[config.mk]
export PLATFORM = sky130hd
export DESIGN_NAME = input_typematic
export DESIGN_NICKNAME = d
export VERILOG_FILES = /design/src/rtl/input_typematic.sv
export SDC_FILE = /design/constraint.sdc
export NUM_CORES = 1
export LEC_CHECK = 0
export ABC_AREA = 1
export BUFFER_PORTS_ARGS = -buffer_cell sky130_fd_sc_hd__buf_2
export CAP_MARGIN = 20
export CORE_MARGIN = 2
export CORE_UTILIZATION = 55
export CTS_CLUSTER_DIAMETER = 100
export DETAILED_ROUTE_END_ITERATION = 8
export GPL_TIMING_DRIVEN = 0
export PLACE_DENSITY = 0.76
export RECOVER_POWER = 25
export SLEW_MARGIN = 20
export SYNTH_ARGS = -nofsm -noshare
export SYNTH_HDL_FRONTEND = slang
export SYNTH_SLANG_ARGS = --single-unit
export TNS_END_PERCENT = 10
[constraint.sdc]
create_clock -name clk -period 2.2 [get_ports clk]
set_clock_uncertainty 0.15 [all_clocks]
set_input_delay 0.11 -clock clk [delete_from_list [all_inputs] [get_ports clk]]
set_output_delay 0.11 -clock clk [all_outputs]
set_load 0.005 [all_outputs]
[src/rtl/input_typematic.sv]
// Purpose : N_CH button lines -> synchroniser -> tick-based debounce -> press/auto-repeat
//           events latched as per-channel pending flags, cleared by an ack handshake.
// Latency : tick=1, press at raw_in -> held after SYNC_STAGES+DB_TICKS clk, pending one clk later.
// Backpressure: none; an event arriving while pending is still set raises sticky missed.
// Ports:
//   clk, rst_n   clock, asynchronous active-low reset
//   raw_in       asynchronous button levels (1 = pressed)
//   tick         single-cycle timebase strobe; all debounce/repeat counting advances on it
//   ack          per-channel event consumed
//   held         debounced level
//   pending      event waiting for ack
//   missed       sticky: event arrived while pending and not acked
//   any_pending  OR of pending (combinational)
module input_typematic #(
  parameter int              N_CH         = 10,
  parameter int              SYNC_STAGES  = 2,
  parameter int              DB_TICKS     = 8,
  parameter int              REPEAT_DELAY = 50,
  parameter int              REPEAT_RATE  = 10,
  parameter logic [N_CH-1:0] REPEAT_MASK  = '0
) (
  input  logic            clk,
  input  logic            rst_n,
  input  logic [N_CH-1:0] raw_in,
  input  logic            tick,
  input  logic [N_CH-1:0] ack,
  output logic [N_CH-1:0] held,
  output logic [N_CH-1:0] pending,
  output logic [N_CH-1:0] missed,
  output logic            any_pending
);

  localparam int DBW  = $clog2(DB_TICKS + 1);
  localparam int RMAX = (REPEAT_DELAY > REPEAT_RATE) ? REPEAT_DELAY : REPEAT_RATE;
  localparam int RW   = $clog2(RMAX + 1);

  localparam logic [DBW-1:0] DB_END = DBW'(DB_TICKS);
  localparam logic [RW-1:0]  RD_END = RW'(REPEAT_DELAY);
  localparam logic [RW-1:0]  RR_END = RW'(REPEAT_RATE);

  typedef enum logic [1:0] {
    IDLE   = 2'd0,
    DELAY  = 2'd1,
    REPEAT = 2'd2
  } rep_state_t;

  for (genvar i = 0; i < N_CH; i++) begin : g_ch
    logic [SYNC_STAGES-1:0] sync_q;
    logic                   s;
    logic [DBW-1:0]         db_cnt_q;
    logic                   held_q;
    logic                   held_prev_q;
    logic                   rise;
    logic                   ev;
    logic                   pending_q;
    logic                   missed_q;

    // Synchroniser: the only reader of raw_in.
    always_ff @(posedge clk or negedge rst_n) begin
      if (!rst_n) begin
        sync_q <= '0;
      end else begin
        sync_q <= {sync_q[SYNC_STAGES-2:0], raw_in[i]};
      end
    end

    assign s = sync_q[SYNC_STAGES-1];

    // Debounce: a differing level must survive DB_TICKS ticks; any return to the
    // held level restarts the count, so short glitches never reach held.
    always_ff @(posedge clk or negedge rst_n) begin
      if (!rst_n) begin
        db_cnt_q <= '0;
        held_q   <= 1'b0;
      end else if (s == held_q) begin
        db_cnt_q <= '0;
      end else if (tick) begin
        if (db_cnt_q + DBW'(1) == DB_END) begin
          held_q   <= s;
          db_cnt_q <= '0;
        end else begin
          db_cnt_q <= db_cnt_q + DBW'(1);
        end
      end
    end

    always_ff @(posedge clk or negedge rst_n) begin
      if (!rst_n) begin
        held_prev_q <= 1'b0;
      end else begin
        held_prev_q <= held_q;
      end
    end

    // Valid for exactly the clk after held rises.
    assign rise = held_q & ~held_prev_q;

    if (REPEAT_MASK[i]) begin : g_rep
      rep_state_t     state_q, state_d;
      logic [RW-1:0]  rcnt_q, rcnt_d;
      logic           rep_ev;

      always_ff @(posedge clk or negedge rst_n) begin
        if (!rst_n) begin
          state_q <= IDLE;
          rcnt_q  <= '0;
        end else begin
          state_q <= state_d;
          rcnt_q  <= rcnt_d;
        end
      end

      // Release is checked first so a repeat due in the same clk is dropped.
      always_comb begin
        state_d = state_q;
        rcnt_d  = rcnt_q;
        rep_ev  = 1'b0;
        if (!held_q) begin
          state_d = IDLE;
          rcnt_d  = '0;
        end else begin
          case (state_q)
            IDLE: begin
              if (rise) begin
                state_d = DELAY;
                rcnt_d  = '0;
              end
            end
            DELAY: begin
              if (tick) begin
                if (rcnt_q + RW'(1) == RD_END) begin
                  rep_ev  = 1'b1;
                  rcnt_d  = '0;
                  state_d = REPEAT;
                end else begin
                  rcnt_d = rcnt_q + RW'(1);
                end
              end
            end
            REPEAT: begin
              if (tick) begin
                if (rcnt_q + RW'(1) == RR_END) begin
                  rep_ev = 1'b1;
                  rcnt_d = '0;
                end else begin
                  rcnt_d = rcnt_q + RW'(1);
                end
              end
            end
            default: begin
              state_d = IDLE;
              rcnt_d  = '0;
            end
          endcase
        end
      end

      assign ev = rise | rep_ev;
    end else begin : g_norep
      assign ev = rise;
    end

    // Event latch; a coinciding ack leaves pending set but clears missed.
    always_ff @(posedge clk or negedge rst_n) begin
      if (!rst_n) begin
        pending_q <= 1'b0;
        missed_q  <= 1'b0;
      end else if (ev) begin
        pending_q <= 1'b1;
        if (ack[i]) begin
          missed_q <= 1'b0;
        end else if (pending_q) begin
          missed_q <= 1'b1;
        end
      end else if (ack[i] && pending_q) begin
        pending_q <= 1'b0;
        missed_q  <= 1'b0;
      end
    end

    assign held[i]    = held_q;
    assign pending[i] = pending_q;
    assign missed[i]  = missed_q;
  end

  assign any_pending = |pending;

endmodule

==> results of run 1 <==
==> worst register-to-register path: stages, from the launching register on <==
cell,delay [ns]
dfrtp_1,0.43
xnor2_1,0.38
nor2_1,0.15
nand2_1,0.08
nand2_1,0.06
==> path summary, 6_finish.rpt <==
kind                                    from                   to  slack (ns)  cells past startpoint
min reg2reg                g_ch[6].sync_q[0]    g_ch[6].sync_q[1]        0.20                      0
max                        g_ch[1].pending_q          any_pending        0.58                      5
min in group asynchronous              rst_n  g_ch[9].db_cnt_q[2]        0.35                      2
max reg2reg                   g_ch[0].held_q  g_ch[0].db_cnt_q[0]        0.85                      4
min                                     tick  g_ch[6].db_cnt_q[1]        0.02                      5
max in group asynchronous              rst_n  g_ch[2].db_cnt_q[2]        0.73                      3
==> cell usage in the layout (no fill, tap or decap), types with 16 or more instances in the layout <==
| cell type | count |
|---|---|
| buf_2 | 53 |
| buf_4 | 30 |
| dfrtp_1 | 100 |
| dlygate4sd3_1 | 21 |
| inv_1 | 61 |
| nand2_1 | 155 |
| nand3_1 | 31 |
| nand4_1 | 16 |
| nor2_1 | 40 |
| nor3_1 | 17 |
| o21ai_0 | 30 |
==> report_power, final <==
| group | total [mW] | internal (mW) | switching [mW] |
|---|---|---|---|
| registers | 1.94 | 1.89 | 0.0498 |
| logic | 0.239 | 0.104 | 0.134 |
| clock network | 1.18 | 0.561 | 0.619 |
| total | 3.36 | 2.56 | 0.804 |
==> per-layer routing <==
metal / routed length, um / global-route usage, %
met5: 0 / 0
met4: 173 / 7.86
met3: 272 / 4.07
met1: 4000 / 26.8
met2: 4120 / 34.6
==> area by class of cell <==
class | count | area [um2] | share of cell area [%]
timing repair buffer | 75 | 503 | 9.17
inverter | 65 | 244 | 4.45
sequential | 100 | 2500 | 45.6
buffer | 35 | 284 | 5.18
clock buffer | 11 | 141 | 2.58
clock inverter | 5 | 61.3 | 1.12
multi-input combinational | 335 | 1620 | 29.5
tap | 105 | 131 | 2.40
==> logic make-up (layout without fill, tap and decap cells) <==
kind of cell	Yosys count	count (layout)	share of synthesized area (%)
flip-flops	100	100	53.9
XOR/XNOR	6	6	1.13
buffers and inverters	100	191	11.4
AND/OR/NAND/NOR	279	279	26.0
adder cells (fa/ha/maj)	10	10	2.69
AO/OA/AOI/OAI	40	40	4.96
==> sequential cells by signal, indices dropped and copies added, names as in the netlist <==
name and count:
g_ch.held_prev_q 10, g_ch.sync_q 20, g_ch.db_cnt_q 40, g_ch.missed_q 10
g_ch.pending_q 10, g_ch.held_q 10
==> through the flow <==
step | util, % | instances | setup WS, ns
after floorplan | - | 535 | 0.960
after global placement | 61.4 | 693 | -0.150
after detailed placement | 61.8 | 694 | 0.864
after CTS | 66.8 | 731 | 0.521
after global routing | 66.7 | 731 | 0.454
final | 66.7 | 731 | 0.579
==> what timing repair did <==
item                                   in CTS  in global routing
resized for setup                           0                  0
hold buffers                               21                  0
endpoints found under the hold margin     130                  0
==> flow_metrics.tcl, run 1 <==
set metrics [dict create \
    dieHeight_um 95.9 \
    num_antenna_cells 0 \
    grt_pass1_vias 3397 \
    path_max_fanout 3 \
    maxSlewHeadroom_pct 22.6 \
    io_buffers 53 \
    synthDistinctLibCells 22 \
    synth_flop_cell "dfrtp_1" \
    start_kind "register" \
    slew_violations 0 \
    pwr_density_cell_nw_per_um2 613 \
    synth_seq_cells 100 \
    ios 54 \
    cpMaxStageDelayCell "dfrtp_1" \
    die-area_um2 9200 \
    worst_pin_slew_ns 1.16 \
    path_cells "inv_1 > nand4_1 > nor2_1 > nand3_1 > buf_2" \
    p_total_mw 3.36 \
    ir_worst_vdd_mv 0.373 \
    grt_pass1_wl_um 14700 \
    tns_ns 0 \
    hold_class "in2reg" \
    synth_cells 535 \
    drtPass1Iterations 4 \
    status "completed" \
    htreeDepth 3 \
    synth_top_cells_by_area "dfrtp_1 (54%), nand2_1 (13%), inv_1 (4.9%), buf_4 (4.8%), nand3_1 (3.3%)" \
    antenna_found_initial 0 \
    synthArstFlopShare_pct 100 \
    drive_gt1_share_pct 20.1 \
    final_hold_viol_count 0 \
    drc_errors 0 \
    synth_warnings 0 \
    cts-root-buf "clkbuf_8" \
    seq_area_frac_synth_pct 53.9 \
    max_stage_delay_ns 0.40 \
    path_class "reg2out" \
    wl_per_cell_um 11.7 \
    hold_ws_ns 0.0169 \
    fp-row-count 33 \
    synth_common_cells "nand2_1 (155), dfrtp_1 (100), inv_1 (61)" \
    avgSynthCellArea_um2 8.68 \
    fmax_mhz 617 \
    viasPerCell 4.93 \
    clock_path_buffers 2 \
    crit_buf_inv 2 \
    period_share_pct 73.7 \
    grt_overflow 0 \
    gp_congestion 0.815 \
    maxCapViolations 0 \
    period_needed_ns 1.62 \
    p_leak_nw 2.94 \
    grt_setup_unrepaired "no" \
    required_ns 1.94 \
    cts_tree "done" \
    dpl_cell_area_um2 5080 \
    synth_edf_count 0 \
    synth.top_cell.area_share_pct 53.9 \
    fp.dieW_um 95.9 \
    areaGrowthSynthToFinish_pct 18.0 \
    final_area_um2 5480 \
    synth_nets 568 \
    wl_um 8560 \
    start_util_pct 56.5 \
    grtUsageTotal_pct 20.7 \
    grt_max_degree 56 \
    netlist_area_um2 4650 \
    vias 3607 \
    post_cts_buffers 0 \
    cts_buffers 9 \
    clk_latency_ns 0.37 \
    cts.sinks 100 \
    drtIter0Drc 173 \
    dp_hpwl_um 5960 \
    drtAntennaViolNets 0 \
    crit_arrival_ns 1.36 \
    layout.nets 654 \
    core-area_um2 8220 \
    endpoint_kind "output port" \
    setup_viol 0 \
    synth.largest_area_cell "dfrtp_1" \
    synth_most_common_cell "nand2_1" \
    path_delay_family "flip-flops" \
    fillCellCount 672 \
    path_clk_slew_ns 0.09 \
]
(Power assumes the default switching activity.)
==> inputs of run 2 (changes only) <==
--- a/config.mk
+++ b/config.mk
@@ -5,15 +5,15 @@
 export SDC_FILE = /design/constraint.sdc
 export NUM_CORES = 1
 export LEC_CHECK = 0
-export ABC_AREA = 1
+export ABC_AREA = 0
 export BUFFER_PORTS_ARGS = -buffer_cell sky130_fd_sc_hd__buf_2
 export CAP_MARGIN = 20
 export CORE_MARGIN = 2
-export CORE_UTILIZATION = 55
+export CORE_UTILIZATION = 52
 export CTS_CLUSTER_DIAMETER = 100
 export DETAILED_ROUTE_END_ITERATION = 8
 export GPL_TIMING_DRIVEN = 0
-export PLACE_DENSITY = 0.76
+export PLACE_DENSITY = 0.75
 export RECOVER_POWER = 25
 export SLEW_MARGIN = 20
 export SYNTH_ARGS = -nofsm -noshare
==> constraint.sdc (replaced) <==
create_clock -name clk -period 1.3 [get_ports clk]
set_clock_uncertainty 0.15 [all_clocks]
set_input_delay 0.065 -clock clk [delete_from_list [all_inputs] [get_ports clk]]
set_output_delay 0.065 -clock clk [all_outputs]
set_load 0.005 [all_outputs]
==> run 2 against run 1 <==
Compared with the run above: the flow now finishes with violations (hold timing, setup timing); final area rose by 8.0%; synthesized area fell by 1.9%; worst setup slack got worse by 0.81 ns; non-clock buffer count rose by 12; largest cell class unchanged; flip-flop and latch count did not move.
==> flow_metrics.tcl, run 2 <==
set metrics [dict create \
    status "complete, but fails checks" \
    violations "hold timing, setup timing" \
    gp_congestion 0.803 \
    synth_nets 438 \
    avgSynthCellArea_um2 11.3 \
    yosys.area_share.simple_pct 17.3 \
    synthDistinctLibCells 34 \
    dr_wl_met2_um 4630 \
    route.met3.wl_um 316 \
    cts_buffers 9 \
    synth.top_cell.area_share_pct 54.9 \
    grt_max_degree 63 \
    synth_compound_area_share_pct 10.8 \
    final_hold_viol_count 2 \
    ios 54 \
    fin_util_pct 68.9 \
    seq_area_frac_synth_pct 54.9 \
    dp_cells 567 \
    grt_overflow 0 \
    start_util_pct 53.1 \
    viasPerCell 5.30 \
    synth.largest_area_cell "dfrtp_1" \
    period_share_pct 118 \
    synthMuxAreaShare_pct 4.67 \
    pwr_density_cell_nw_per_um2 955 \
    path_max_fanout 2 \
    drtPass1Iterations 4 \
    synth_fa_ha_area_share_pct 2.74 \
    clk_latency_ns 0.36 \
    core-area_um2 8590 \
    cts_tree "done" \
    slew_violations 0 \
    wl_um 9130 \
    drtIter0Drc 139 \
    htreeDepth 3 \
    cts.sinks 100 \
    layout_common_cells "dfrtp_1 (74), buf_2 (52), buf_4 (33)" \
    hold_ws_ns -0.0137 \
    wl_met1_um 4040 \
    die-area_um2 9530 \
    grt_setup_unrepaired "yes" \
    largest-register "g_ch.db_cnt_q" \
    worst_pin_slew_ns 0.864 \
    layout.nets 535 \
    period_needed_ns 1.53 \
    stdcell_count 615 \
    synth_common_cells "dfrtp_1 (100), nand2_1 (34), buf_4 (32)" \
    vias 3257 \
    synth_cells 405 \
    final_area_um2 5920 \
    fp.dieW_um 97.6 \
    fmax_mhz 653 \
    reg_top3 "g_ch.db_cnt_q x40, g_ch.sync_q x20" \
    synth_warnings 0 \
    grtUsageTotal_pct 20.0 \
    required_ns 1.09 \
    clock_path_buffers 2 \
    wl_per_cell_um 14.8 \
    p_total_mw 5.65 \
    postLayoutSetupSlackWorst_ns -0.231 \
    antenna_found_initial 0 \
    num_antenna_cells 0 \
    grt_pass1_vias 3386 \
    crit_arrival_ns 1.32 \
    synth_edf_count 0 \
    synth_most_common_cell "dfrtp_1" \
    areaGrowthSynthToFinish_pct 29.9 \
    mostFrequentLayoutCell "dfrtp_1" \
    io_buffers 53 \
    dr.max_layer_used "met4" \
    synth-xor-area-share_pct 3.84 \
    dpl_cell_area_um2 5060 \
    synth_seq_cells 100 \
    p_leak_nw 2.66 \
    dieHeight_um 97.6 \
    ir_worst_vdd_mv 0.551 \
    dp_hpwl_um 5620 \
    setup_viol 34 \
    synth_top_cells_by_area "dfrtp_1 (55%), buf_4 (5.3%), nand3b_1 (3.1%), nand2_1 (2.8%), ha_1 (2.7%)" \
    drc_errors 0 \
    drtAntennaViolNets 0 \
    synthArstFlopShare_pct 100 \
    start_kind "register" \
    hold_class "in2reg" \
    largest_reg_flops 40 \
    endpoint_kind "output port" \
    path_clk_slew_ns 0.09 \
    grt_pass1_wl_um 15400 \
    cts-root-buf "clkbuf_8" \
    synth_top_family_by_area "simple AND/OR/NAND/NOR gates" \
    path_class "reg2out" \
    maxCapViolations 0 \
    maxSlewHeadroom_pct 42.4 \
    synth_flop_cell "dfrtp_1" \
    fp-row-count 34 \
    netlist_area_um2 4560 \
    drive_gt1_share_pct 43.8 \
]
run 2: stage by stage:
| step | TNS [ns] | setup slack, ns |
|---|---|---|
| after global placement | -102.97 | -1.00 |
| after detailed placement | -4.94 | -0.181 |
| after global routing | -16.50 | -0.345 |
| after floorplan | -0.559 | -0.0560 |
| final | -2.16 | -0.231 |
| after CTS | -2.15 | -0.269 |
run 2: worst paths after layout:
path / startpoint / cells past startpoint / end / slack, ns
max: g_ch[5].pending_q / 3 / any_pending / -0.23
min: tick / 4 / g_ch[1].db_cnt_q[3] / -0.01
max reg2reg: g_ch[5].db_cnt_q[0] / 4 / g_ch[5].held_q / -0.18
min reg2reg: g_ch[1].sync_q[0] / 0 / g_ch[1].sync_q[1] / 0.20
max in group asynchronous: rst_n / 3 / g_ch[6].pending_q / -0.01
min in group asynchronous: rst_n / 2 / g_ch[2].sync_q[1] / 0.21
run 2: worst max-delay path, cell delays in order, from the launching register on:
cell and delay, ns:
dfrtp_1 0.43, nor4_4 0.29, nand3_1 0.10, buf_2 0.14
run 2: logic make-up (layout without fill, tap and decap cells):
| logic type | count (synthesis) | in the layout |
|---|---|---|
| XOR/XNOR | 20 | 20 |
| adder cells (fa/ha/maj) | 10 | 10 |
| buffers and inverters | 36 | 138 |
| AO/OA/AOI/OAI | 71 | 71 |
| multiplexers | 20 | 20 |
| flip-flops | 100 | 100 |
| AND/OR/NAND/NOR | 148 | 148 |
run 2: repair_timing:
| action | in CTS | in global routing |
|---|---|---|
| setup endpoints to repair | 23 | 55 |
| buffers inserted | 6 | 5 |
| pin swaps | 9 | 7 |
| gates cloned | 0 | 0 |
| hold buffers | 21 | 0 |
| gates resized for setup | 47 | 50 |
| hold endpoints to repair | 133 | 0 |
run 2: power by group:
group,total (mW),internal (mW),switching [mW]
clock network,1.93,0.861,1.07
registers,3.30,3.20,0.107
logic,0.424,0.209,0.216
run 2: layer usage:
| layer | track usage (%) | up-vias |
|---|---|---|
| li1 | - | 1585 |
| met1 | 25.8 | 1601 |
| met2 | 34.1 | 59 |
| met3 | 2.73 | 12 |
| met4 | 8.55 | 0 |
| met5 | 0 | - |
run 2: area by class of cell:
type | count | area, um2
fill | 621 | 2670
sequential | 100 | 2530
multi-input combinational | 269 | 2150
timing repair buffer | 86 | 626
buffer | 36 | 282
clock buffer | 12 | 165
tap | 108 | 135
clock inverter | 4 | 32.5
